`config.mk`:
```
export PLATFORM = sky130hd
export DESIGN_NAME = top_broadcast_transmitter
export DESIGN_NICKNAME = d
export VERILOG_FILES = /design/src/rtl/top_broadcast_transmitter.sv
export SDC_FILE = /design/constraint.sdc
export NUM_CORES = 1
export LEC_CHECK = 0
export CAP_MARGIN = 20
export CORE_ASPECT_RATIO = 0.7
export CORE_MARGIN = 2
export CORE_UTILIZATION = 61
export DETAILED_ROUTE_END_ITERATION = 6
export GPL_ROUTABILITY_DRIVEN = 0
export PLACE_DENSITY_LB_ADDON = 0.05
export SYNTH_ARGS = -nofsm -noshare
export SYNTH_HDL_FRONTEND = slang
export SYNTH_SLANG_ARGS = --single-unit
```
`constraint.sdc`:
```
create_clock -name clk -period 5.3 [get_ports clk]
set_input_delay 0.53 -clock clk [delete_from_list [all_inputs] [get_ports clk]]
set_output_delay 0.53 -clock clk [all_outputs]
set_load 0.01 [all_outputs]
```
`src/rtl/top_broadcast_transmitter.sv`:
```
// Serialises top into LANES-bit beats (LSB chunk first) and broadcasts them to N_DEST channels.
// Define TOP_BROADCAST_PARITY_EN to append an XOR parity beat to every transfer.
module top_broadcast_transmitter #(
    parameter int unsigned TOP_WIDTH     = 128,
    parameter int unsigned LANES         = 2,
    parameter int unsigned N_DEST        = 4,
    parameter int unsigned FANOUT_STAGES = 2
) (
    input  logic                           clk,
    input  logic                           rst,
    input  logic [TOP_WIDTH-1:0]           top,
    input  logic                           transmitTop,
    output logic                           busy,
    output logic                           doneTransmitting,
    output logic [N_DEST*(LANES+1)-1:0]    topChannel
);
    localparam int unsigned Chunks     = TOP_WIDTH / LANES;
    localparam int unsigned CountWidth = $clog2(Chunks + 1);
    localparam int unsigned FrameWidth = LANES + 1;
    localparam logic [CountWidth-1:0] LastCount = CountWidth'(Chunks - 1);

    typedef enum logic [1:0] {
        StIdle,
`ifdef TOP_BROADCAST_PARITY_EN
        StParity,
`endif
        StSend
    } state_t;

    state_t                  state;
    logic [TOP_WIDTH-1:0]    shiftReg;
    logic [TOP_WIDTH-1:0]    shadowTop;
    logic                    pending;
    logic [CountWidth-1:0]   beatCount;
    logic [FrameWidth-1:0]   coreFrame;
    logic                    coreLast;
`ifdef TOP_BROADCAST_PARITY_EN
    logic [LANES-1:0]        parityAcc;
`endif

    // A request on the completing edge beats the older shadow value.
    logic                    restart;
    logic [TOP_WIDTH-1:0]    nextTop;
    assign restart = transmitTop || pending;
    assign nextTop = transmitTop ? top : shadowTop;

    assign busy = (state != StIdle);

    always_ff @(posedge clk) begin
        if (rst) begin
            state     <= StIdle;
            shiftReg  <= '0;
            shadowTop <= '0;
            pending   <= 1'b0;
            beatCount <= '0;
            coreFrame <= '0;
            coreLast  <= 1'b0;
`ifdef TOP_BROADCAST_PARITY_EN
            parityAcc <= '0;
`endif
        end else begin
            case (state)
                StIdle: begin
                    coreFrame <= '0;
                    coreLast  <= 1'b0;
                    if (transmitTop) begin
                        shiftReg  <= top;
                        beatCount <= '0;
`ifdef TOP_BROADCAST_PARITY_EN
                        parityAcc <= '0;
`endif
                        state     <= StSend;
                    end
                end
                StSend: begin
                    coreFrame <= {1'b1, shiftReg[LANES-1:0]};
                    shiftReg  <= shiftReg >> LANES;
                    beatCount <= beatCount + 1'b1;
`ifdef TOP_BROADCAST_PARITY_EN
                    parityAcc <= parityAcc ^ shiftReg[LANES-1:0];
                    coreLast  <= 1'b0;
                    if (transmitTop) begin
                        shadowTop <= top;
                        pending   <= 1'b1;
                    end
                    if (beatCount == LastCount) begin
                        state <= StParity;
                    end
`else
                    if (beatCount == LastCount) begin
                        coreLast <= 1'b1;
                        if (restart) begin
                            shiftReg  <= nextTop;
                            beatCount <= '0;
                            pending   <= 1'b0;
                        end else begin
                            state <= StIdle;
                        end
                    end else begin
                        coreLast <= 1'b0;
                        if (transmitTop) begin
                            shadowTop <= top;
                            pending   <= 1'b1;
                        end
                    end
`endif
                end
`ifdef TOP_BROADCAST_PARITY_EN
                StParity: begin
                    coreFrame <= {1'b1, parityAcc};
                    coreLast  <= 1'b1;
                    if (restart) begin
                        shiftReg  <= nextTop;
                        beatCount <= '0;
                        parityAcc <= '0;
                        pending   <= 1'b0;
                        state     <= StSend;
                    end else begin
                        state <= StIdle;
                    end
                end
`endif
                default: state <= StIdle;
            endcase
        end
    end

    if (FANOUT_STAGES == 0) begin : gDirect
        assign doneTransmitting = coreLast;
        for (genvar d = 0; d < N_DEST; d++) begin : gDest
            assign topChannel[d*FrameWidth +: FrameWidth] = coreFrame;
        end
    end else begin : gFanout
        localparam int unsigned PipeWidth = FANOUT_STAGES * FrameWidth;

        logic [FANOUT_STAGES-1:0] donePipe;
        always_ff @(posedge clk) begin
            if (rst) donePipe <= '0;
            else     donePipe <= (donePipe << 1) | FANOUT_STAGES'(coreLast);
        end
        assign doneTransmitting = donePipe[FANOUT_STAGES-1];

        // Each destination owns its own register chain so fanout load stays local.
        for (genvar d = 0; d < N_DEST; d++) begin : gDest
            logic [PipeWidth-1:0] pipe;
            always_ff @(posedge clk) begin
                if (rst) pipe <= '0;
                else     pipe <= (pipe << FrameWidth) | PipeWidth'(coreFrame);
            end
            assign topChannel[d*FrameWidth +: FrameWidth] = pipe[PipeWidth-1 -: FrameWidth];
        end
    end

endmodule
```
Word level (Yosys, flattened, before mapping):

Cells that the tools add are included.
W data, S select, Z words.

* flip-flop bits (word level): 296
* input port bits: 131
* output and inout port bits: 14
* word-level logic and storage cells: 53

* add/sub/neg operators: 1
* eq/ne operators: 6
* muxes and demuxes: 19
* bitwise gates (word level): 6
* reductions and logical operators: 9

Operators with widths (count)
* $mux W128: 4
* $pmux W128 S2: 1
* $or A6 B3 Y6: 4
* $mux W7: 3
* $pmux W7 S2: 1
* $ne A2 B2 Y1 const B: 4
* $add A7 B1 Y7 const B: 1
* $eq A7 B6 Y1 const B: 1
* $mux W2: 3
* $pmux W3 S2: 1
* $reduce_and A3 Y1: 2
* $reduce_bool A2 Y1: 3
* $mux W1: 4
* $pmux W2 S2: 1
* $reduce_and A2 Y1: 2
* $eq A2 B1 Y1 const B: 1
* $logic_not A2 Y1: 1
* $or A2 B1 Y2: 1
* $pmux W1 S2: 1
* $logic_or A1 B1 Y1: 1
* $not A1 Y1: 1

Longest topological paths before layout:

Gate-level depths: netlist of the first run.

* depth in word-level cells: 4
* depth in mapped cells: 7
* depth with buffers taken out: 5

Worst setup path before layout of the first run:

Ideal clock, no wire load.

* path type: input to register
* from: input port transmitTop
* to: register shiftReg[15]
* library setup time: 0.134 ns
* arrival: 1.713 ns
* required time: 5.166 ns
* slack: 3.454 ns
* stages on the path: 6
* path buffers: 4
* path through: buf_2 -> buf_4 -> buf_2 -> clkbuf_1 -> mux2i_1 -> o22ai_1

* word-level cells in the longest chain between the ends: 4
* elaborated cells between the ends (all ways): 7
* those cells by class: 1 x eq/ne; 4 x mux; 2 x reduce/logical

RTL lines
* from (decl): RTL line 12 `input logic transmitTop,`
* $mux W128 / $logic_or A1 B1 Y1 (equally long branches)
* $mux W128: RTL line 92 `if (restart) begin`
* $mux W128: RTL line 90 `if (beatCount == LastCount) begin`
* $pmux W128 S2: RTL line 62 `case (state)`
* to (signal assigned): RTL line 67 `shiftReg <= top;`
* to (signal assigned): RTL line 77 `shiftReg <= shiftReg >> LANES;`
* to (signal assigned): RTL line 93 `shiftReg <= nextTop;`
* to (decl): RTL line 31 `logic [TOP_WIDTH-1:0] shiftReg;`

Parallel ways exist; a longest one is shown, timed or not.
A chain may end at the register's enable or synchronous reset.

Worst setup path after layout of the first run:

* from: input port transmitTop
* to: register shiftReg[65]

Same word-level chain as after synthesis.

==> results by group, run 1 <==
Status
  – Status: completed

Setup path
  – CP cell instances: buf_8 -> nor2_1 -> nor4_4 -> buf_4 -> mux2i_1 -> o22ai_1
  – Crit path buf inv count: 2
  – R2r setup slk: between 2000 and 3000 ps
  – R2r startpoint: beatCount[0]
  – Worst EP arrival: around 3200 ps
  – Worst reg-to-reg path cell count: 6
  – Critical path class: in -> reg
  – Worst EP required: 5640 ps
  – Worst stage delay on the critical path: 770 ps
  – Slowest CP cell: buf_4
  – Worst Setup Start Kind: input port
  – Worst Path Max Fanout: 110
  – Largest delay share family, worst path: buffers and inverters
  – Crit end category: flop
  – Worst R2R End: shiftReg[65]

Global route
  – First-pass GRT wire length: 47,780 um
  – Largest net degree at the start of global routing: 157
  – GRT Residual Overflow: 0
  – GRT Util Overall: 0.2451
  – Vias in the first global route: about 9,500
  – Initial antenna violation count: 2

Pwr
  – Reg power frac: 0.471
  – VDD IR max: about 0.00023 V
  – Combinational fraction of design power: 0.127
  – Pwr dens: between 300 and 400 nW/um2
  – Psw: approximately 0.0012 W
  – Pint: around 0.0037 W
  – Power share of the clock group: 0.402
  – Leakage: 5.637 nW
  – Sw frac: 0.2415

Clock tree
  – Gates resized, CTS repair: 0
  – CTS Buf Count: 26
  – CTS Root Cell: clkbuf_16
  – CTS tree: built
  – H-tree depth: 1
  – Hold buffer count at CTS: 0
  – Clock-pin slew on the worst setup and hold paths: ~60 ps
  – Post-CTS setup buffers: 0
  – # clock sinks: 277
  – Worst-skew pair later-pin latency: approximately 530 ps
  – Clock Tree Buf Depth: 3

Flow run
  – # Max-Cap Violations: 0

STA
  – Achievable frequency: around 360 MHz
  – Slew headroom: 0.2623
  – Worst slew pin tran: about 1100 ps
  – Final worst-path cycle share: 0.5292
  – Finish-stage setup viols: 0
  – RSZ-0062 raised after global routing: no
  – Clk_skew: around 12 ps
  – Min setup slack post-route: ~2500 ps
  – Period minus WS final: between 2000 and 3000 ps
  – Final setup TNS: 0 ps
  – Fin. Hold Viols: 0
  – Max-slew violation count: 0

Synthesis
  – Syn Nets: 1,521
  – Synth cell types: 39
  – Seq cells post-synth: 277
  – Ranking of synthesized cells by area: dfxtp_1 42%, mux2i_1 22%, mux2_2 5.3%, nand2_1 4.5%, o2bb2ai_1 3.7%
  – EDFF count, synth: 0
  – Area fraction of the dominant cell type after synthesis: 0.4207
  – Post-synth ARST share: 0
  – Leading register cell type out of synthesis: dfxtp_1
  – Syn avg cell area: 9.490 um2
  – YS warnings: 0
  – Synth area leader: dfxtp_1
  – Cell count after synthesis: 1,389
  – Synth Cell Area: 13,180 um2
  – Seq/Total Area, Yosys: 0.4207

Placed design
  – I/O Buffers: 144
  – Dpl hpwl: between 15,000 and 20,000 um
  – Worst slack at placement: ~2100 ps

Finish
  – Commonest non-fill, non-tap cell in the layout: mux2i_1
  – Finished Core Util: 0.7334
  – Highest-count cells in the layout ignoring fill and taps: 291 x mux2i_1, 277 x dfxtp_1, 157 x nand2_1
  – Ant diodes: 0
  – Layout cells sized above 1: 0.08705
  – FILL cells: 1,601
  – Nets: 1,573
  – Area Growth Syn to Fin: 16.70%

Floorplan
  – DIE AREA: between 20,000 and 25,000 um2
  – Core Footprint: between 20,000 and 25,000 um2
  – DIE WIDTH: 179.7 um
  – Chip Height: roughly 130 um
  – Rows: 44
  – Ports: between 100 and 150
  – Initial Utilization: 0.6284

Routing
  – ANT nets after route: 0
  – Via-to-Cell Ratio: between 5 and 6
  – 1st-pass router iterations: 5
  – Vias: between 10,000 and 15,000
  – Routed WL per cell: around 17 um
  – Routed WL: about 29,000 um
  – DRC: 0
  – Number of DRC markers in iteration 0: 667

Hold path
  – Hold Crit Class: in -> reg
  – HP Start: rst
  – Hold endpoint: shadowTop[3]
  – WHS Path Cells: 2
==> per-layer routing <==
layer / vias up / GRT usage / part of all wire
li1: 5053 / - / -
met1: 4810 / 0.3448 / 0.49
met3: 33 / 0.03763 / 0.043
met4: 4 / 0.04256 / 0.013
met5: - / 0 / 0.00096
met2: 210 / 0.4070 / 0.45
==> cell usage after synthesis (9+ instances only) <==
| library cell | count |
|---|---|
| a211oi_1 | 58 |
| o2111ai_1 | 9 |
| buf_4 | 21 |
| dfxtp_1 | 277 |
| o22ai_1 | 62 |
| mux2_2 | 62 |
| a21oi_1 | 95 |
| clkbuf_1 | 71 |
| nor2_1 | 67 |
| o311a_1 | 10 |
| buf_2 | 34 |
| mux2i_1 | 291 |
| nand2_1 | 157 |
| inv_1 | 68 |
| o2bb2ai_1 | 55 |
==> layout make-up <==
class	instances	area, um2	share of cell area
timing repair buffer	158	1599	0.1040
tap	276	345.3	0.02245
clock buffer	39	780.7	0.05076
sequential	277	5545	0.3605
clock inverter	7	112.6	0.007321
inverter	69	259.0	0.01684
multi-input combinational	909	6740	0.4382
==> per-stage QoR <==
step	hold slack [ps]	instance area (um2)	instances	power, W
after global routing	254.6	15380	1735	0.005029
after CTS	263.8	15340	1733	0.004859
final	271.6	15380	1735	0.004834
after global placement	419.0	14450	1687	0.002905
after floorplan	413.8	13180	1389	0.002712
after detailed placement	421.2	14450	1687	0.002925
==> sequential cells by signal, indices dropped and copies added, names as in the netlist <==
register / count
coreFrame: 3
shiftReg: 128
gFanout.donePipe: 2
beatCount: 7
gFanout.gDest.pipe: 6
state: 1
pending: 1
coreLast: 1
shadowTop: 128
==> cell families after synthesis <==
kind of cell,synth area share
AOI/OAI and AO/OA,0.1565
DFF,0.4207
adders and majority gates,0.0009491
and+or+nand+nor,0.07727
buffers and inverters,0.06929
muxes,0.2739
xor gates and xnor gates,0.001329
==> how the worst max path moves through the flow <==
stage | start | cells after the start | slack, ps | endpoint
after CTS | transmitTop | 6 | 2620 | shiftReg[65]
after global routing | transmitTop | 6 | 2410 | shiftReg[65]
after global placement | transmitTop | 6 | 2170 | shiftReg[27]
after floorplan | transmitTop | 6 | 3450 | shiftReg[15]
after detailed placement | transmitTop | 6 | 2110 | shiftReg[53]
final | transmitTop | 6 | 2500 | shiftReg[65]
==> power by group through the flow <==
stage	Sequential, W	Clock (W)	Combinational, W
finish	0.00227	0.00194	0.000616
global route	0.00229	0.00207	0.000675
CTS	0.00227	0.00197	0.000613
detailed placement	0.00232	0	0.000607
global placement	0.00231	0	0.000590
floorplan	0.00230	0	0.000414
(Power assumes the default switching activity.)
==> inputs of run 2 (changes only) <==
CORE_UTILIZATION = 57   (was 61)
clock period = 2.9 ns   (was 5.3 ns; I/O delays follow)
==> run 2 against run 1 <==
Against the previous run:
- via count is 0.51% lower
- routed wire length is 0.32% higher
- global-route usage decreased by 0.98 points
- combinational power rose by 83%
- clock skew rose by 12 ps
- design area grew 1.6%
- core utilization shrank 4.4 points
- hold slack worse by 100 ps
- worst setup slack got worse by 1900 ps
- non-clock buffer count is 4 higher
- register-to-register slack worse by 2100 ps
- critical path type is now reg -> reg
- largest cell class unchanged
- largest power group unchanged
==> results by group, run 2 (synthesis gave the netlist of run 1 again) <==
Pwr
  – Pwr dens: approximately 590 nW/um2
  – VDD IR max: approximately 0.00047 V
  – Leakage: 5.735 nW

Routing
  – Routed WL: just under 30,000 um
  – ANT nets after route: 0
  – Number of DRC markers in iteration 0: between 600 and 700
  – DRC: 0
  – 1st-pass router iterations: 7
  – Vias: 10,058
  – Via-to-Cell Ratio: roughly 5.6
  – Routed WL per cell: 16.48 um

Finish
  – Largest regs: shadowTop x128, shiftReg x128, beatCount x7
  – Reg area: roughly 5500 um2
  – Multi-input gate area: 6740 um2
  – Finished Core Util: 0.6892
  – Highest-count cells in the layout ignoring fill and taps: 291 x mux2i_1, 277 x dfxtp_1, 157 x nand2_1
  – FILL cells: 1,814
  – Commonest non-fill, non-tap cell in the layout: mux2i_1
  – Layout cells sized above 1: 0.09462
  – Nets: around 1,600
  – Area Growth Syn to Fin: 18.57%

Setup path
  – Worst Setup Start Kind: flop
  – Critical path class: reg -> reg
  – Worst EP required: ~3300 ps
  – CP cell instances: ha_1 -> nand2_2 -> nor4_4 -> buf_12 -> mux2i_1 -> o22ai_1
  – Slowest CP cell: nor4_4
  – Worst EP arrival: about 2700 ps
  – Worst Path Max Fanout: 55
  – Largest delay share family, worst path: simple AND/OR/NAND/NOR gates
  – Crit path buf inv count: 1
  – Worst stage delay on the critical path: between 500 and 600 ps
  – Crit end category: flop

Clock tree
  – Gates resized, CTS repair: 0
  – Worst-skew pair later-pin latency: about 550 ps
  – H-tree depth: 1
  – CTS tree: built
  – CTS Buf Count: 28
  – CTS Root Cell: clkbuf_16
  – Clock Tree Buf Depth: 3
  – # clock sinks: 277
  – Post-CTS setup buffers: 0
  – Clock-pin slew on the worst setup and hold paths: roughly 60 ps
  – Hold buffer count at CTS: 0

Global route
  – Largest net degree at the start of global routing: roughly 130
  – GRT Residual Overflow: 0
  – Initial antenna violation count: 1
  – First-pass GRT wire length: ~48,000 um
  – Vias in the first global route: 9,622
  – GRT Util Overall: 0.2353

Floorplan
  – DIE WIDTH: ~190 um
  – DIE AREA: about 24,000 um2
  – Core Footprint: approximately 23,000 um2
  – Ports: between 100 and 150
  – Rows: 46
  – Initial Utilization: 0.5813
  – Chip Height: roughly 130 um

Hold path
  – Hold Crit Class: in -> reg

STA
  – Worst slew pin tran: 1127 ps
  – Period minus WS final: roughly 2300 ps
  – Finish-stage setup viols: 0
  – Max-slew violation count: 0
  – Slew headroom: 0.2486
  – Fin. Hold Viols: 0
  – Clk_skew: 24.74 ps
  – Hold Slack: around 170 ps
  – Final setup TNS: 0 ps
  – RSZ-0062 raised after global routing: no
  – Achievable frequency: 432.8 MHz
  – Final worst-path cycle share: 0.7968

Status
  – Status: completed

Flow run
  – # Max-Cap Violations: 0

Placed design
  – I/O Buffers: approximately 140
  – Dpl hpwl: roughly 17,000 um
==> run 2: changes by cell type in the layout (fill, tap and decap cells not counted), sizes merged <==
cell	delta
buf	+4
diode	+1
clkinv	+4
bufinv	+1
clkbuf	+1
==> run 2: per-stage QoR <==
step	std cells	setup WS [ps]	instance area, um2	total power, W
after global placement	1729	711.1	14630	0.005330
final	1782	589.3	15630	0.009157
after detailed placement	1729	637.3	14630	0.005359
after CTS	1781	592.9	15630	0.009229
after floorplan	1389	1067	13180	0.004956
after global routing	1781	463.9	15630	0.009532
==> run 2: worst min-delay path, stage by stage <==
cell	delay, ps
buf_8	160
nor2_1	150
a211oi_1	60
==> run 2: final timing paths <==
kind,from,to,slack [ps],cells past startpoint
setup / recovery,beatCount[0],shiftReg[69],590,6
hold / removal,transmitTop,state[0],170,3
setup reg to reg,beatCount[0],shiftReg[69],590,6
hold reg to reg,gFanout.gDest[0].pipe[0],gFanout.gDest[0].pipe[3],430,1
==> run 2: power breakdown <==
part	internal [W]	total [W]	switching (W)
Combinational	0.000553	0.00113	0.000579
Sequential	0.00404	0.00416	0.000121
Clock	0.00234	0.00387	0.00153
Total	0.00692	0.00916	0.00223
==> run 2: metal layers <==
metal  vias up  wire [um]  track usage
met2       185      12690       0.3672
met1      4750      14920       0.3485
met3        39       1277      0.03465
met5         -          0            0
li1       5084          -            -
met4         0        475      0.04024
==> run 2: cell type report <==
type	instances	share of cell area
sequential	277	0.3548
multi-input combinational	909	0.4313
clock inverter	12	0.01113
clock buffer	40	0.05284
tap	312	0.02498
antenna	1	0.0001601
inverter	69	0.01657
timing repair buffer	162	0.1082
==> inputs of run 3 (changes only) <==
clock period = 2.2 ns   (was 2.9 ns; I/O delays follow)
==> run 3 against run 2 <==
Against the previous run:
- power is 28% higher
- clock power up 22%
- clock skew shrank 18 ps
- via count grew 0.64%
- first-iteration DRC count shrank 5.9%
- worst setup slack worse by 460 ps
- combinational power is 33% higher
==> results by group, run 3 (synthesis gave the netlist of run 1 again) <==
Status
  – Status: completed

Routing
  – WL met3: 1367 um
  – Met2 WL: roughly 13,000 um
  – Metal-1 WL: roughly 15,000 um
  – Routed WL: about 30,000 um
  – Number of DRC markers in iteration 0: approximately 590
  – Max Used Layer: met5
  – Via-to-Cell Ratio: 5.667
  – 1st-pass router iterations: 5
  – ANT nets after route: 0
  – Vias: around 10,000
  – DRC: 0
  – Routed WL per cell: approximately 17 um

Finish
  – Nets: roughly 1,600
  – Area Growth Syn to Fin: 18.70%
  – Final instance area: about 16,000 um2
  – Commonest non-fill, non-tap cell in the layout: mux2i_1
  – FILL cells: around 1,900
  – Largest regs: shadowTop x128, shiftReg x128, beatCount x7
  – Layout cells sized above 1: 0.09701
  – Ant diodes: 0
  – Reg area: 5545 um2
  – Multi-input gate area: ~6700 um2
  – Highest-count cells in the layout ignoring fill and taps: 291 x mux2i_1, 277 x dfxtp_1, 157 x nand2_1

Floorplan
  – DIE AREA: about 24,000 um2
  – Ports: between 100 and 150
  – DIE WIDTH: between 150 and 200 um
  – Rows: 46
  – Chip Height: around 130 um
  – Core Footprint: roughly 23,000 um2
  – Initial Utilization: 0.5813

Setup path
  – Worst reg-to-reg path cell count: 7
  – Worst Setup Start Kind: flop
  – R2r setup slk: roughly 130 ps
  – Worst EP required: about 2600 ps
  – Critical path class: reg -> reg
  – Worst R2R End: shiftReg[113]
  – Worst EP arrival: around 2500 ps
  – Crit end category: flop
  – Worst Path Max Fanout: 8
  – Crit path launch: beatCount[0]
  – R2r startpoint: beatCount[0]
  – CP Capture Point: shiftReg[113]

STA
  – Clk_skew: approximately 7.1 ps
  – Final worst-path cycle share: 0.9417
  – Hold Slack: 150.5 ps
  – Finish-stage setup viols: 0
  – Slew headroom: 0.5048
  – Final setup TNS: 0 ps
  – Period minus WS final: around 2100 ps
  – Max-slew violation count: 0
  – Achievable frequency: 482.7 MHz
  – Fin. Hold Viols: 0
  – RSZ-0062 raised after global routing: no
  – Worst slew pin tran: 742.7 ps

Clock tree
  – H-tree depth: 1
  – Gates resized, CTS repair: 0
  – Clock-pin slew on the worst setup and hold paths: about 60 ps
  – Post-CTS setup buffers: 0
  – CTS Root Cell: clkbuf_16
  – CTS Buf Count: 27
  – # clock sinks: approximately 280
  – CTS tree: built
  – Worst-skew pair later-pin latency: 520 ps
  – Hold buffer count at CTS: 0
  – Clock Tree Buf Depth: 3

Global route
  – GRT Util Overall: 0.2334
  – GRT Residual Overflow: 0
  – Vias in the first global route: 9,530
  – Initial antenna violation count: 1
  – First-pass GRT wire length: ~48,000 um
  – Largest net degree at the start of global routing: ~160

Placed design
  – I/O Buffers: about 140
  – DP Area: about 15,000 um2
  – Dpl hpwl: about 18,000 um

Hold path
  – Hold Crit Class: in -> reg

Flow run
  – # Max-Cap Violations: 0

Pwr
  – Pwr dens: 748.5 nW/um2
  – VDD IR max: 0.0005879 V
  – Leakage: between 5 and 6 nW
==> run 3: layer usage <==
metal,vias up,track usage
li1,5079,-
met1,4812,0.3381
met2,197,0.3728
met3,32,0.03631
met4,2,0.03718
met5,-,0
==> run 3: where the power goes <==
group          internal, W  total [W]  switching (W)
Combinational     0.000734    0.00150       0.000771
Sequential         0.00532    0.00548       0.000156
Clock              0.00282    0.00473        0.00191
Total              0.00887     0.0117        0.00284
==> run 3: worst max-delay path: stages (launching register included) <==
cell and delay [ps]:
dfxtp_1 390, ha_1 250, nand2_2 100, nor4_4 330, buf_4 270, buf_4 230
mux2i_1 260, o2bb2ai_1 150
==> run 3: per-stage QoR <==
stage	utilization	std cells	worst slack [ps]	power, W
2_1_floorplan	-	1389	366.8	0.006533
4_1_cts	0.6900	1786	124.9	0.01182
3_5_place_dp	0.6496	1738	180.4	0.007082
6_report	0.6900	1786	128.2	0.01171
5_1_grt	0.6900	1786	26.23	0.01221
3_3_place_gp	0.6496	1738	269.8	0.007033
==> run 3: layout make-up <==
type / count / area share
clock buffer: 42 / 0.05318
clock inverter: 6 / 0.005278
inverter: 69 / 0.01655
multi-input combinational: 909 / 0.4308
sequential: 277 / 0.3544
tap: 312 / 0.02495
timing repair buffer: 171 / 0.1148
==> run 3: how the worst min path moves through the flow <==
stage | to | cells past startpoint | startpoint | slack [ps]
CTS | beatCount[3] | 5 | rst | 130
detailed placement | gFanout.donePipe[0] | 1 | coreLast | 420
finish | beatCount[3] | 5 | rst | 150
global route | beatCount[3] | 5 | rst | 160
global placement | gFanout.gDest[0].pipe[2] | 1 | coreFrame[2] | 420
floorplan | shadowTop[0] | 2 | top[0] | 360
